$ cat config.mk
export PLATFORM = sky130hd
export DESIGN_NAME = bcd_conv_sched
export DESIGN_NICKNAME = d
export VERILOG_FILES = /design/src/rtl/bcd_conv_sched.sv
export SDC_FILE = /design/constraint.sdc
export NUM_CORES = 1
export LEC_CHECK = 0
export ABC_AREA = 1
export BUFFER_PORTS_ARGS = -buffer_cell sky130_fd_sc_hd__buf_2
export CAP_MARGIN = 15
export CORE_UTILIZATION = 55
export CTS_BUF_LIST = sky130_fd_sc_hd__clkbuf_4 sky130_fd_sc_hd__clkbuf_8
export DETAILED_ROUTE_END_ITERATION = 8
export PLACE_DENSITY = 0.84
export SLEW_MARGIN = 20
export SYNTH_ARGS = -nofsm -noshare
export SYNTH_HDL_FRONTEND = slang
export SYNTH_SLANG_ARGS = --single-unit
$ cat constraint.sdc
create_clock -name sys_clk -period 2.2 [get_ports sys_clk]
set_input_delay 0.11 -clock sys_clk [delete_from_list [all_inputs] [get_ports sys_clk]]
set_output_delay 0.11 -clock sys_clk [all_outputs]
set_load 0.02 [all_outputs]
$ cat src/rtl/bcd_conv_sched.sv
`default_nettype none
// +----------------------------------------------------------------------------+
// | Module  : bcd_conv_sched                                                   |
// | Brief   : Round-robin scheduler sharing one binary-to-BCD converter among  |
// |           N_REQ display-field requesters; results are tagged with the id.  |
// |           Optional macro VSYNC_COMMIT_EN holds each result until vs rises. |
// | Revision: 1.0 - initial release                                            |
// +----------------------------------------------------------------------------+
module bcd_conv_sched #(
    parameter int N_REQ   = 4,
    parameter int BIN_W   = 12,
    parameter int BCD_W   = 16,
    parameter int TIMEOUT = 255
) (
    input  logic                     sys_clk,
    input  logic                     rst,
    input  logic [N_REQ-1:0]         req_valid,
    input  logic [N_REQ*BIN_W-1:0]   req_data,
    output logic [N_REQ-1:0]         req_pending,
    output logic                     conv_bin_valid,
    output logic [BIN_W-1:0]         conv_bin,
    input  logic                     conv_ready,
    input  logic [BCD_W-1:0]         conv_bcd,
    input  logic                     conv_bcd_valid,
    output logic                     res_valid,
    output logic [$clog2(N_REQ)-1:0] res_id,
    output logic [BCD_W-1:0]         res_bcd,
    input  logic                     vs,
    output logic                     timeout_err
);

    localparam int ID_W  = $clog2(N_REQ);
    localparam int CNT_W = $clog2(TIMEOUT + 1);

    localparam logic [1:0] S_IDLE   = 2'd0;
    localparam logic [1:0] S_ISSUE  = 2'd1;
    localparam logic [1:0] S_WAIT   = 2'd2;
    localparam logic [1:0] S_COMMIT = 2'd3;

    logic [1:0]       r_state;
    logic [N_REQ-1:0] r_pend;
    logic [BIN_W-1:0] r_hold [N_REQ];
    logic [ID_W-1:0]  r_rr;
    logic [ID_W-1:0]  r_id;
    logic [BIN_W-1:0] r_val;
    logic [CNT_W-1:0] r_cnt;
    logic             r_res_valid;
    logic [ID_W-1:0]  r_res_id;
    logic [BCD_W-1:0] r_res_bcd;
    logic             r_timeout;

    logic             w_gnt_found;
    logic [ID_W-1:0]  w_gnt_id;
    logic [ID_W:0]    w_sum;
    logic             w_grant;
    logic [ID_W-1:0]  w_rr_next;

`ifdef VSYNC_COMMIT_EN
    logic             r_vs;
    logic             r_vs_hit;
    logic [BCD_W-1:0] r_bcd;
    logic             w_vs_rise;
    assign w_vs_rise = vs & ~r_vs;
`else
    logic             w_unused_vs;
    assign w_unused_vs = vs;
`endif

    // Scan from the highest offset down so the nearest pending index at/after rr wins.
    always_comb begin
        w_gnt_found = 1'b0;
        w_gnt_id    = '0;
        w_sum       = '0;
        for (int k = N_REQ - 1; k >= 0; k--) begin
            w_sum = {1'b0, r_rr} + (ID_W + 1)'(k);
            if (w_sum >= (ID_W + 1)'(N_REQ)) begin
                w_sum = w_sum - (ID_W + 1)'(N_REQ);
            end
            if (r_pend[w_sum[ID_W-1:0]]) begin
                w_gnt_found = 1'b1;
                w_gnt_id    = w_sum[ID_W-1:0];
            end
        end
    end

    assign w_grant   = (r_state == S_IDLE) && conv_ready && w_gnt_found;
    assign w_rr_next = (r_id == ID_W'(N_REQ - 1)) ? '0 : r_id + ID_W'(1);

    always_ff @(posedge sys_clk) begin
        if (rst) begin
            r_state     <= S_IDLE;
            r_pend      <= '0;
            r_rr        <= '0;
            r_id        <= '0;
            r_val       <= '0;
            r_cnt       <= '0;
            r_res_valid <= 1'b0;
            r_res_id    <= '0;
            r_res_bcd   <= '0;
            r_timeout   <= 1'b0;
            for (int i = 0; i < N_REQ; i++) begin
                r_hold[i] <= '0;
            end
`ifdef VSYNC_COMMIT_EN
            r_vs        <= 1'b0;
            r_vs_hit    <= 1'b0;
            r_bcd       <= '0;
`endif
        end else begin
`ifdef VSYNC_COMMIT_EN
            r_vs <= vs;
`endif
            // A post in the grant cycle re-arms the pend bit after the grant clears it.
            if (w_grant) begin
                r_pend[w_gnt_id] <= 1'b0;
            end
            for (int i = 0; i < N_REQ; i++) begin
                if (req_valid[i]) begin
                    r_pend[i] <= 1'b1;
                    r_hold[i] <= req_data[i*BIN_W +: BIN_W];
                end
            end

            case (r_state)
                S_IDLE: begin
                    if (w_grant) begin
                        r_val   <= r_hold[w_gnt_id];
                        r_id    <= w_gnt_id;
                        r_state <= S_ISSUE;
                    end
                end
                S_ISSUE: begin
                    r_cnt   <= CNT_W'(TIMEOUT);
                    r_state <= S_WAIT;
                end
                S_WAIT: begin
                    if (conv_bcd_valid) begin
`ifdef VSYNC_COMMIT_EN
                        r_bcd       <= conv_bcd;
                        r_vs_hit    <= w_vs_rise;
`else
                        r_res_valid <= 1'b1;
                        r_res_bcd   <= conv_bcd;
                        r_res_id    <= r_id;
`endif
                        r_state     <= S_COMMIT;
                    end else if (r_cnt == '0) begin
                        r_timeout <= 1'b1;
                        r_rr      <= w_rr_next;
                        r_state   <= S_IDLE;
                    end else begin
                        r_cnt <= r_cnt - CNT_W'(1);
                    end
                end
                S_COMMIT: begin
`ifdef VSYNC_COMMIT_EN
                    if (r_res_valid) begin
                        r_res_valid <= 1'b0;
                        r_vs_hit    <= 1'b0;
                        r_rr        <= w_rr_next;
                        r_state     <= S_IDLE;
                    end else if (w_vs_rise || r_vs_hit) begin
                        r_res_valid <= 1'b1;
                        r_res_bcd   <= r_bcd;
                        r_res_id    <= r_id;
                    end
`else
                    r_res_valid <= 1'b0;
                    r_rr        <= w_rr_next;
                    r_state     <= S_IDLE;
`endif
                end
                default: r_state <= S_IDLE;
            endcase
        end
    end

    assign req_pending    = r_pend;
    assign conv_bin_valid = (r_state == S_ISSUE);
    assign conv_bin       = r_val;
    assign res_valid      = r_res_valid;
    assign res_id         = r_res_id;
    assign res_bcd        = r_res_bcd;
    assign timeout_err    = r_timeout;

endmodule
`default_nettype wire
==> metrics.md, run 1 <==
| Metric | Value |
|---|---|
| Post-Syn Area | 4500 um^2 |
| Final nets | 751 |
| Sequential area share after synthesis | 54.2% |
| Post-Synthesis Cells | 561 |
| RR Endpoint | conv_bin[6] |
| Flop-to-flop setup slack | 0.25 ns |
| Synth area leaders | edfxtp_1, dfxtp_1, nor2_1 |
| CTS Sinks | 98 |
| Worst Hold Slack | 0.00907 ns |
| Unrepaired setup endpoints after global routing | false |
| Final Cycle Share | 88.9% |
| Power per cell area | 1110 nW/um^2 |
| LEAKAGE | 0.00277 uW |
| Number of antenna diodes | 0 |
| Clk pin slew, worst setup/hold paths | 0.10 ns |
| Crit Path Max Fanout | 40 |
| Vias/cell | 5.13 |
| Synth warnings | 0 |
| Fillcell total | 613 |
| CTS HTree Levels | 3 |
| Die X | 92.5 um |
| Synthesized flop and latch total | 98 |
| Clock tree from TritonCTS | yes |
| Worst R2R Start | r_rr[0] |
| Pins over their slew limit | 0 |
| Most frequent cells in the layout | nor2_1, buf_2, inv_1, nand2_1, dfxtp_1 |
| Hold Vio Cnt, Final | 0 |
| Crit end category | flop |
| Core Box Area | 7810 um^2 |
| Layout Area Growth over Synthesis | 20.0% |
| Largest net degree at the start of global routing | 41 |
| I/O Buffers | 108 |
| Share of the synthesized area in the top cell type | 32.0% |
| Status | complete, no violations |
| Req. time, crit path | 2.47 ns |
| Hold depth | 3 |
| Min-delay src | conv_bcd[4] |
| Initial DRC count | 285 |
| Detailed Routing Iterations Pass 1 | 6 |
| Crit start category | flop |
| Final worst-path setup slack | 0.245 ns |
| Via count | 4,010 |
| Setup Skew | 0.0143 ns |
| Synth cell types | 30 |
| Initial core utilization | 57.7% |
| I/O Pins | 110 |
| TNS Setup | 0 ns |
| Dpl ws | 0.158 ns |
| First-pass GRT wire length | 17.4 mm |
| Root Buffer | clkbuf_8 |
| Worst Path Arrival | 2.22 ns |
| WS Path Type | flop to flop |
| Worst Tran Pin Value | 0.602 ns |
| Vias in the first global route | 3,860 |
| Worst Hold End | res_bcd[4] |
| Worst-Skew Late Latency | 0.37 ns |
| Dpl cell area | 5070 um^2 |
| Peak supply drop | 497 uV |
| Synth area leader | edfxtp_1 |
| GR Overflow Total | 0 |
| Clk buf depth | 2 |
| Setup violators final | 0 |
| Fin area | 5400 um^2 |
| Sequential Power Share | 40.8% |
| Postcts setup bufs | 0 |
| R2r worst-path depth | 13 |
| Syn Area/Cell | 8.03 um^2 |
| Site Rows | 32 |
| Die Y | 92.5 um |
| Remaining antenna violation count | 0 |
| Clk pwr share | 18.9% |
| Syn nets | 637 |
| CTS buffer count | 9 |
| Sw power | 2470 uW |
| Max_slew headroom | 59.8% |
| Layout cells sized above 1 | 22.2% |
| Detailed Route WL | 10.7 mm |
| Tmin final | 1.95 ns |
| Die Area | 8550 um^2 |
| Comb pwr share | 40.3% |
| Hold Path Class | primary input to flop |
| Aggregate global-route resource usage | 26.1% |
| RD Place Congestion | 0.890 |
| FMAX | 512 MHz |
| Post-DR wirelength/cell | 13.7 um |
| DRC | 0 |
| Commonest non-fill, non-tap cell in the layout | nor2_1 |
| Post-DP HPWL | 7.41 mm |
| Max-Cap Viols | 0 |
| Initial antenna violation count | 0 |
| Sw Ratio | 41.1% |
| Internal power | 3530 uW |
[power by group through the flow]
stage               logic (uW)  registers, uW  clock network [uW]
finish                    2420           2450                1130
global route              2670           2480                1200
CTS                       2390           2440                1130
detailed placement        2350           2480                   0
global placement          2280           2460                   0
floorplan                 1690           2630                   0
[sequential cells by signal (all words and copies together), names as in the netlist]
register / cells
res_valid: 1
conv_bin: 12
r_state: 2
res_bcd: 16
r_id: 2
r_rr: 2
r_hold: 48
r_cnt: 8
req_pending: 4
res_id: 2
timeout_err: 1
[critical path, stage by stage (launching register included)]
cell and delay, ns:
dfxtp_2 0.47, inv_4 0.08, nand2_1 0.11, nand3_1 0.10, nand2_1 0.08, inv_1 0.04, nand2_1 0.09, nand3_2 0.11
nand2_4 0.33, nand2_1 0.11, nand2_1 0.10, nor2_1 0.05, nor2_1 0.13, nor2_1 0.06
[cell families (layout without fill, tap and decap cells)]
logic type / after synthesis / after routing / synth area share, %
buffers and inverters: 112 / 231 / 10.5
adders and majority gates: 3 / 3 / 0.834
DFF: 98 / 98 / 54.2
and+or+nand+nor: 289 / 289 / 27.5
AOI/OAI and AO/OA: 57 / 57 / 6.59
xor gates and xnor gates: 2 / 2 / 0.389
[layer usage]
metal / wire length (um) / share of wire, % / global-route usage (%) / up-vias
met2: 5470 / 51 / 45.5 / 139
met3: 480 / 4.5 / 3.69 / 30
li1: - / - / - / 1996
met4: 272 / 2.5 / 12.1 / 0
met5: 0 / 0 / 0 / -
met1: 4460 / 42 / 31.8 / 1845
[cell usage after synthesis, drive strengths merged]
library cell and instances:
a21oi 11, nand2 81, dfxtp 50, o21ai 41
nand3 41, nor3 2, a31oi 3, nor4 1
xor2 2, edfxtp 48, nand4 12, ha 3
clkbuf 12, buf 13, o21a 1, o211a 1
nor2 148, or2 4, inv 87
[stage by stage]
step	cells	utilization (%)	power (uW)
finish	782	69.2	6000
detailed placement	752	65.0	4830
floorplan	561	-	4320
global route	782	69.2	6360
global placement	752	65.0	4750
CTS	782	69.2	5960
[what timing repair did]
action	in CTS	in global routing
resized for setup	0	1
setup endpoints to repair	0	13
hold endpoints to repair	14	0
hold buffers	14	0
[how the worst max path moves through the flow]
stage / end / slack [ns] / from / cells after the start
final: conv_bin[6] / 0.25 / r_rr[0] / 13
after global routing: conv_bin[5] / 0.07 / r_rr[0] / 13
after CTS: conv_bin[6] / 0.12 / r_rr[0] / 13
after detailed placement: req_pending[0] / 0.16 / r_rr[0] / 13
after global placement: conv_bin[11] / 0.22 / r_rr[0] / 13
after floorplan: req_pending[0] / 0.57 / req_pending[1] / 14
[final cells by class]
| class | instances | area [um^2] | share of cell area, % |
|---|---|---|---|
| clock buffer | 12 | 165 | 3.06 |
| clock inverter | 4 | 22.5 | 0.417 |
| inverter | 87 | 332 | 6.14 |
| multi-input combinational | 351 | 1590 | 29.4 |
| sequential | 98 | 2440 | 45.2 |
| tap | 102 | 128 | 2.36 |
| timing repair buffer | 128 | 726 | 13.4 |
Power figures use the tool's default switching activity.
==> inputs of run 2 (changes only) <==
HOLD_SLACK_MARGIN = 0.08   (was unset)
==> run 2 against run 1 <==
Compared with the run above: sequential cell count unchanged; maximum frequency shrank 0.87%; sequential share of layout area decreased by 3.3 points; worst setup slack got worse by 0.017 ns; sequential power barely moved; register-to-register slack worse by 0.02 ns; highest routed layer unchanged.
==> metrics.md, run 2 (synthesis results as in run 1) <==
| Metric | Value |
|---|---|
| Status | complete, no violations |
| Final Cycle Share | 89.6% (+0.78 points) |
| I/O Pins | 110 (unchanged) |
| Multi-input logic area | 1590 um^2 (unchanged) |
| Post-DP HPWL | 7.41 mm (unchanged) |
| Worst Path Arrival | 2.23 ns (about the same) |
| CTS Sinks | 98 (unchanged) |
| Register Area | 2440 um^2 (unchanged) |
| Setup Skew | 0.0149 ns (+0.000548 ns) |
| FMAX | 507 MHz (-0.87%) |
| Setup violators final | 0 (unchanged) |
| Layout cells sized above 1 | 20.9% (-1.3 points) |
| Via count | 4,237 (+5.7%) |
| Largest net degree at the start of global routing | 41 (unchanged) |
| WS Path Type | flop to flop |
| Vias in the first global route | 4,177 (+8.2%) |
| Detailed Route WL | 11.8 mm (+11%) |
| Max FFs per register | 48 (unchanged) |
| Post-layout util | 74.7% (+5.5 points) |
| Peak supply drop | 505 uV (+1.4%) |
| Hold depth | 3 (unchanged) |
| Crit start category | flop |
| Worst-Skew Late Latency | 0.36 ns (about the same) |
| R2r worst-path depth | 13 (unchanged) |
| LEAKAGE | 0.00295 uW (+6.5%) |
| RD Place Congestion | 0.890 (unchanged) |
| GR Overflow Total | 0 (unchanged) |
| Worst Tran Pin Value | 0.602 ns (-0.000808 ns) |
| Final nets | 794 (+5.7%) |
| Initial antenna violation count | 0 (unchanged) |
| Worst R2R Start | r_rr[1] |
| Delay-heaviest family, CP | simple AND/OR/NAND/NOR gates |
| RR Endpoint | conv_bin[0] |
| First-pass GRT wire length | 19.0 mm (+8.9%) |
| Vias/cell | 5.14 (+0.15%) |
| Post-Place Cells | 752 (unchanged) |
| Core Box Area | 7810 um^2 (unchanged) |
| Initial DRC count | 277 (-2.8%) |
| CP most frequent cell | nor2_1 |
| Max-Cap Viols | 0 (unchanged) |
| Clk buf depth | 2 (unchanged) |
| Post-DR wirelength/cell | 14.3 um (+4.9%) |
| CTS buffer count | 9 (unchanged) |
| Crit end category | flop |
| Max incr delay on CP | 0.47 ns (about the same) |
| Site Rows | 32 (unchanged) |
| I/O Buffers | 108 (unchanged) |
| Hold Path Class | primary input to flop |
| TNS Setup | 0 ns (unchanged) |
| Commonest non-fill, non-tap cell in the layout | nor2_1 |
| Die Y | 92.5 um (unchanged) |
| Clock tree from TritonCTS | yes |
| Req. time, crit path | 2.45 ns (-0.02 ns) |
| Unrepaired setup endpoints after global routing | false |
| End of the critical path | conv_bin[0] |
| CTS HTree Levels | 3 (unchanged) |
| Pins over their slew limit | 0 (unchanged) |
| Layout Area Growth over Synthesis | 29.6% |
| Final worst-path setup slack | 0.228 ns (-0.0171 ns) |
| Fin cells | 825 (+5.5%) |
| Largest register by flop count | r_hold |
| Die Area | 8550 um^2 (unchanged) |
| Initial core utilization | 57.7% (unchanged) |
| Detailed Routing Iterations Pass 1 | 5 (-1) |
| Max_slew headroom | 59.8% (about the same) |
| Number of antenna diodes | 0 (unchanged) |
| Most frequent cells in the layout | nor2_1, buf_2, inv_1, nand2_1, dlygate4sd3_1 |
| Flop-to-flop setup slack | 0.23 ns (-0.02 ns) |
| Worst setup path startpoint | r_rr[1] |
| Aggregate global-route resource usage | 28.6% (+2.5 points) |
| WP buf/inv | 1 (-1) |
| Hold Vio Cnt, Final | 0 (unchanged) |
| Die X | 92.5 um (unchanged) |
| Dpl ws | 0.158 ns (unchanged) |
| Worst path depth | 13 (unchanged) |
| DRC | 0 (unchanged) |
| Critical Path Slowest Stage Cell | dfxtp_1 |
| CP Cell Sequence | inv_2, nand2_1, nand2_1, nand2_1, nand2_2, nor2_2, nor2_2, nand2_4, nand2_4, nor2_1, nor2_1, nor2_1, nor2_1 |
| Root Buffer | clkbuf_8 |
| Power per cell area | 1040 nW/um^2 (-5.9%) |
| Tmin final | 1.97 ns (+0.0171 ns) |
| Remaining antenna violation count | 0 (unchanged) |
| Clk pin slew, worst setup/hold paths | 0.09 ns (about the same) |
| Crit Path Max Fanout | 40 (unchanged) |
| Postcts setup bufs | 0 (unchanged) |
| Fillcell total | 543 (-11%) |
-- run 2: cell count changes in the layout (fill, tap and decap cells not counted) --
cell / change
dlygate4sd3_1: +43
-- run 2: worst min-delay path, stage by stage --
cell	delay (ns)
buf_2	0.08
inv_1	0.04
nor2_1	0.09
-- run 2: report_power, final --
part	switching, uW	internal (uW)
combinational	1680	828
clock	626	503
sequential	205	2250
-- run 2: metrics by stage --
stage          hold WS, ns  total power [uW]  area (um^2)
2_1_floorplan        0.245              4320         4500
3_3_place_gp         0.332              4750         5070
3_5_place_dp         0.341              4830         5070
4_1_cts             0.0836              6020         5830
5_1_grt             0.0833              6450         5830
6_report            0.0766              6090         5830
-- run 2: area by class of cell --
class / instances / share of cell area, %
Sequential cell: 98 / 41.9
Multi-Input combinational cell: 351 / 27.2
Timing Repair Buffer: 171 / 19.8
Inverter: 87 / 5.68
Clock buffer: 12 / 2.83
Tap cell: 102 / 2.19
Clock inverter: 4 / 0.386
-- run 2: worst min-delay path by stage --
stage / from / endpoint / slack [ns]
after detailed placement: conv_bcd[5] / res_bcd[5] / 0.34
after global placement: conv_bcd[11] / res_bcd[11] / 0.33
after global routing: req_data[3] / r_hold[0][3] / 0.08
after floorplan: conv_bcd[14] / res_bcd[14] / 0.24
after CTS: req_data[3] / r_hold[0][3] / 0.08
final: req_data[3] / r_hold[0][3] / 0.08
-- run 2: routing by layer --
metal / share of wire, % / vias up / wire (um) / GRT usage, %
li1: - / 2081 / - / -
met1: 40 / 1960 / 4720 / 33.0
met2: 52 / 158 / 6110 / 51.6
met3: 5.1 / 38 / 602 / 4.19
met4: 3.3 / 0 / 385 / 14.1
met5: 0 / - / 0 / 0
-- run 2: what timing repair did --
action / 4_1_cts / 5_1_grt
gates resized for setup: 0 / 1
hold buffers: 57 / 0
hold endpoints to repair: 57 / 0
endpoints found under the setup margin: 0 / 13
